File: config.mk
export PLATFORM = sky130hd
export DESIGN_NAME = uart_tx_scheduler
export DESIGN_NICKNAME = d
export VERILOG_FILES = /design/src/rtl/uart_tx_scheduler.sv
export SDC_FILE = /design/constraint.sdc
export NUM_CORES = 1
export LEC_CHECK = 0
export CAP_MARGIN = 20
export CELL_PAD_IN_SITES_DETAIL_PLACEMENT = 0
export CELL_PAD_IN_SITES_GLOBAL_PLACEMENT = 2
export CORE_ASPECT_RATIO = 0.8
export CORE_MARGIN = 2
export CORE_UTILIZATION = 39
export DETAILED_ROUTE_END_ITERATION = 8
export PLACE_DENSITY_LB_ADDON = 0.1
export SETUP_SLACK_MARGIN = 0.05
export SLEW_MARGIN = 20
export SYNTH_ARGS = -nofsm -noshare
export SYNTH_HDL_FRONTEND = slang
export SYNTH_SLANG_ARGS = --single-unit
File: constraint.sdc
create_clock -name clk -period 3.1 [get_ports clk]
set_input_delay 0.93 -clock clk [delete_from_list [all_inputs] [get_ports clk]]
set_output_delay 0.93 -clock clk [all_outputs]
set_load 0.01 [all_outputs]
File: src/rtl/uart_tx_scheduler.sv
// Transmit-side message scheduler: tracks pending game-state messages, arbitrates them,
// and serialises each one into {payload[4:0], opcode[2:0]} frames for the UART TX FIFO.
module uart_tx_scheduler #(
  parameter int unsigned SYNC_PERIOD = 650000,
  parameter int unsigned BYTE_GAP    = 4
) (
  input  logic       clk,
  input  logic       rst,
  input  logic       tx_en,
  input  logic       game_starts,
  input  logic       local_shooter,
  input  logic [9:0] keeper_pos,
  input  logic [9:0] x_shooter,
  input  logic [9:0] y_shooter,
  input  logic       shot_req,
  input  logic [2:0] score,
  input  logic       is_shooted,
  input  logic       tx_full,
  output logic [7:0] w_data,
  output logic       wr_uart,
  output logic       busy
);

  localparam int unsigned SyncW = (SYNC_PERIOD > 1) ? $clog2(SYNC_PERIOD) : 1;
  localparam int unsigned GapW  = $clog2(BYTE_GAP + 1);

  typedef enum logic [1:0] {StIdle, StLoad, StSend, StGap} state_e;
  typedef enum logic [1:0] {MsgSync, MsgScore, MsgShot, MsgKeeper} msg_e;

  state_e           state_q, state_d;
  msg_e             msg_q, msg_d;
  logic [SyncW-1:0] sync_cnt_q, sync_cnt_d;
  logic             sync_pend_q, sync_pend_d;
  logic             score_pend_q, score_pend_d;
  logic             shot_pend_q, shot_pend_d;
  logic             keeper_pend_q, keeper_pend_d;
  logic [9:0]       last_keeper_q, last_keeper_d;
  logic [2:0]       last_score_q, last_score_d;
  logic             last_shooted_q, last_shooted_d;
  logic [31:0]      frames_q, frames_d;
  logic [1:0]       bytes_left_q, bytes_left_d;
  logic [GapW-1:0]  gap_cnt_q, gap_cnt_d;
  logic             busy_q, busy_d;
  logic             sync_hit;

  // frames_q is a shift register; the byte being offered always sits in the low lane.
  assign w_data  = frames_q[7:0];
  assign wr_uart = (state_q == StSend) && !tx_full;
  assign busy    = busy_q;

  always_comb begin
    state_d        = state_q;
    msg_d          = msg_q;
    sync_cnt_d     = sync_cnt_q + 1'b1;
    sync_hit       = 1'b0;
    last_keeper_d  = last_keeper_q;
    last_score_d   = last_score_q;
    last_shooted_d = last_shooted_q;
    frames_d       = frames_q;
    bytes_left_d   = bytes_left_q;
    gap_cnt_d      = gap_cnt_q;
    busy_d         = busy_q;

    if (sync_cnt_q == SyncW'(SYNC_PERIOD - 1)) begin
      sync_cnt_d = '0;
      sync_hit   = 1'b1;
    end

    sync_pend_d   = sync_pend_q | sync_hit;
    score_pend_d  = score_pend_q | ({is_shooted, score} != {last_shooted_q, last_score_q});
    // A shot request during a shot message folds into the one already being sent.
    shot_pend_d   = shot_pend_q | (shot_req & ~(busy_q & (msg_q == MsgShot)));
    keeper_pend_d = keeper_pend_q | (keeper_pos != last_keeper_q);

    unique case (state_q)
      StIdle: begin
        if (tx_en && (sync_pend_q || score_pend_q || shot_pend_q || keeper_pend_q)) begin
          state_d = StLoad;
          busy_d  = 1'b1;
          if (sync_pend_q)       msg_d = MsgSync;
          else if (score_pend_q) msg_d = MsgScore;
          else if (shot_pend_q)  msg_d = MsgShot;
          else                   msg_d = MsgKeeper;
        end
      end
      StLoad: begin
        state_d = StSend;
        unique case (msg_q)
          MsgSync: begin
            frames_d     = {24'h0, local_shooter & game_starts, game_starts, 6'b001000};
            bytes_left_d = 2'd0;
            sync_pend_d  = 1'b0;
          end
          MsgScore: begin
            frames_d       = {24'h0, 1'b0, is_shooted, score, 3'b111};
            bytes_left_d   = 2'd0;
            last_score_d   = score;
            last_shooted_d = is_shooted;
            score_pend_d   = 1'b0;
          end
          MsgShot: begin
            frames_d     = {y_shooter[9:5], 3'b110, y_shooter[4:0], 3'b101,
                            x_shooter[9:5], 3'b100, x_shooter[4:0], 3'b011};
            bytes_left_d = 2'd3;
            shot_pend_d  = 1'b0;
          end
          MsgKeeper: begin
            frames_d      = {16'h0, keeper_pos[9:5], 3'b010, keeper_pos[4:0], 3'b001};
            bytes_left_d  = 2'd1;
            last_keeper_d = keeper_pos;
            keeper_pend_d = 1'b0;
          end
          default: ;
        endcase
      end
      StSend: begin
        if (!tx_full) begin
          state_d   = StGap;
          gap_cnt_d = '0;
        end
      end
      StGap: begin
        if (gap_cnt_q == GapW'(BYTE_GAP - 1)) begin
          if (bytes_left_q == 2'd0) begin
            state_d = StIdle;
            busy_d  = 1'b0;
          end else begin
            state_d      = StSend;
            bytes_left_d = bytes_left_q - 1'b1;
            frames_d     = {8'h0, frames_q[31:8]};
          end
        end else begin
          gap_cnt_d = gap_cnt_q + 1'b1;
        end
      end
      default: state_d = StIdle;
    endcase
  end

  always_ff @(posedge clk or negedge rst) begin
    if (!rst) begin
      state_q        <= StIdle;
      msg_q          <= MsgSync;
      sync_cnt_q     <= '0;
      sync_pend_q    <= 1'b0;
      score_pend_q   <= 1'b0;
      shot_pend_q    <= 1'b0;
      keeper_pend_q  <= 1'b0;
      last_keeper_q  <= '0;
      last_score_q   <= '0;
      last_shooted_q <= 1'b0;
      frames_q       <= '0;
      bytes_left_q   <= '0;
      gap_cnt_q      <= '0;
      busy_q         <= 1'b0;
    end else begin
      state_q        <= state_d;
      msg_q          <= msg_d;
      sync_cnt_q     <= sync_cnt_d;
      sync_pend_q    <= sync_pend_d;
      score_pend_q   <= score_pend_d;
      shot_pend_q    <= shot_pend_d;
      keeper_pend_q  <= keeper_pend_d;
      last_keeper_q  <= last_keeper_d;
      last_score_q   <= last_score_d;
      last_shooted_q <= last_shooted_d;
      frames_q       <= frames_d;
      bytes_left_q   <= bytes_left_d;
      gap_cnt_q      <= gap_cnt_d;
      busy_q         <= busy_d;
    end
  end

endmodule
==> qor.csv <==
metric,value,unit
share of the synthesized area in the top cell type,49.8,%
final instance area,0.00468,mm2
clk_skew,0.00605,ns
Global Route Usage Sum,17.8,%
routability cong.,0.789,
Cell variety after synth,54,
Synth Flop Type,dfrtp_1,
VDD IR max,0.401,mV
starting DRC count in detailed routing,219,
"most common cell after layout, fill and taps aside",dfrtp_1,
clk sink count,76,
slowest CP cell,clkdlybuf4s50_1,
DRC,0,
WHS Endpoint,frames_q[7],
vias in the first global route,2670,
switching share of power,33.5,%
Synth Net Count,405,
WL per Instance,16.5,um
"Hold Vio Cnt, Final",0,
hold_ws,0.473,ns
largest stage delay on the critical path,0.39,ns
NumNets Final,449,
reg2reg start,gap_cnt_q[0],
Starting Density,39.9,%
Power Total,3720,uW
clock-pin slew on the worst setup and hold paths,0.05,ns
Synth area leaders,"dfrtp_1 (50%), mux2_2 (4.4%), xnor2_1 (3.4%)",
Yosys reg bits,76,
met3 wire length,581,um
CTS tree,built,
"EDFF count, synth",0,
Mean Syn Cell Area,10.8,um2
register area share after synthesis,49.8,%
Die ar.,0.0106,mm2
CTS HTree Levels,3,
first-pass GRT wire length,14.3,mm
cell breakdown of the critical path,clkdlybuf4s50_1 > nor3b_1 > dlygate4sd2_1,
Tcrit/Tclk final,89.4,%
via density per instance,5.30,
Layout area overhead,22.6,%
Pint,2470,uW
Logic pwr share,33.9,%
met2 routed wirelength,3.34,mm
Slew HR,59.7,%
Root Driver,clkbuf_16,
later-pin clock latency in the skew report,0.33,ns
row cnt,32,
Ant. Diodes,0,
status,"finished, final reports clean",
post-route minimum period,2.77,ns
1st-pass router iterations,4,
unrepaired setup endpoints after global routing,false,
Area after DPL,0.00440,mm2
WP data required,2.17,ns
largest net degree at the start of global routing,77,
Max Cap Viol,0,
Flop pwr share,39.4,%
cell taking the most area after synthesis,dfrtp_1,
Top Metal Used,met4,
CTS Hold Bufs,0,
Hold Startpoint,frames_q[7],
clock power share,26.7,%
"delay-heaviest family, CP",buffers and inverters,
Achievable Freq,361,MHz
critical path class,input port to output pin,
WL met1,4.61,mm
Worst R2R End,frames_q[3],
cell area power density,794,mW/mm2
setup TNS,0,ns
Worst Max-Slew Pin Slew,0.603,ns
WP data arrival,1.84,ns
die height,92.5,um
Hold Path Class,register to register,
Leak,0.00202,uW
most frequent cells in the layout,"dfrtp_1 (76), clkdlybuf4s50_1 (48), nand2_1 (29)",
io pins,51,
sw power,1250,uW
Routed WL,8.60,mm
Final HPWL DP,6.04,mm
Core Area,0.00957,mm2
WP buf/inv,2,
WHS Path Cells,2,
share of cells above drive strength 1,12.2,%
YS warnings,0,
die boundary width,115,um
via count,2769,
Post-Synthesis Cell Area,0.00382,mm2
reg2reg path depth,6,
CTS max path bufs,2,
worst-path maximum fanout,2,
post-route ant nets,0,
port buffer count,50,
reg2reg setup slack,1.04,ns
Setup Viol. Count Final,0,
initial antenna violation count,0,
Post-Synthesis Cells,354,
Final Max Slew Viols,0,
CP Capture Type,output pin,
gr ovfl total,0,
startpoint class of the critical path,input port,
CTS buffer count,9,
asr flop ratio synth,100,%
[worst max-delay path by stage]
stage	end	from	cells after the start
after floorplan	wr_uart	tx_full	1
after global placement	wr_uart	tx_full	3
after detailed placement	wr_uart	tx_full	3
after CTS	wr_uart	tx_full	3
after global routing	wr_uart	tx_full	3
final	wr_uart	tx_full	3
[kinds of logic (layout without fill, tap and decap cells)]
| group | after synthesis | after routing | synth area share [%] |
|---|---|---|---|
| adder cells (fa/ha/maj) | 10 | 10 | 3.28 |
| XOR/XNOR | 30 | 30 | 6.88 |
| AND/OR/NAND/NOR | 107 | 107 | 16.3 |
| AO/OA/AOI/OAI | 79 | 79 | 13.8 |
| flip-flops | 76 | 76 | 49.8 |
| multiplexers | 19 | 19 | 5.47 |
| buffers and inverters | 33 | 82 | 4.52 |
[synth_stat cells, types with 2 or more instances]
master	number
dfrtp_1	76
nand2_1	29
o21ai_0	23
nor2_1	19
a21oi_1	15
mux2_2	15
xnor2_1	15
xor2_1	15
a22o_1	12
ha_1	10
inv_1	10
nand3_1	10
buf_4	9
a22oi_1	8
and3_1	8
clkbuf_1	7
buf_2	6
nor3_1	6
nor2b_1	5
mux2i_1	4
nand4_1	4
and2_1	3
nor4_1	3
nor4_2	3
o21a_1	3
o31ai_1	3
a211oi_1	2
a222oi_1	2
nor4_4	2
nor4b_1	2
o21ai_1	2
[sequential cells by signal, summed over array words and instances, names as in the netlist, 2 cells and up]
register       flops
msg_q              2
state_q            2
sync_cnt_q        20
frames_q          28
last_score_q       3
gap_cnt_q          3
bytes_left_q       2
last_keeper_q     10
[tightest hold or removal path: stages, from the launching register on]
cell and delay [ns]:
dfrtp_1 0.34, nand2_1 0.04, o21ai_0 0.05
[power groups by stage]
stage	Clock (uW)	Sequential, uW	Combinational (uW)
2_1_floorplan	0	1430	908
3_3_place_gp	0	1470	1260
3_5_place_dp	0	1480	1280
4_1_cts	1020	1470	1280
5_1_grt	1070	1510	1410
6_report	992	1470	1260
[per-layer routing]
layer	up-vias	global-route usage, %
li1	1354	-
met1	1337	27.3
met2	74	23.9
met3	4	5.82
met4	0	4.57
met5	-	0
[repair_timing]
| item | in CTS | in global routing |
|---|---|---|
| setup buffers | 0 | 0 |
| endpoints found under the setup margin | 1 | 0 |
| gates resized for setup | 1 | 0 |
[per-stage QoR]
step | cells | util [%] | setup slack [ns]
after floorplan | 354 | - | 0.880
after global placement | 506 | 46.0 | 0.0307
after detailed placement | 506 | 46.0 | 0.00867
after CTS | 522 | 48.9 | 0.313
after global routing | 522 | 48.9 | 0.267
final | 522 | 48.9 | 0.328
[cell type report]
| class | count | area (um2) |
|---|---|---|
| sequential | 76 | 1900 |
| timing repair buffer | 56 | 554 |
| inverter | 10 | 37.5 |
| multi-input combinational | 245 | 1760 |
| fill | 881 | 4890 |
| clock inverter | 1 | 5.00 |
| clock buffer | 15 | 278 |
| tap | 119 | 149 |
No activity file was read; power rests on OpenSTA's default activity.
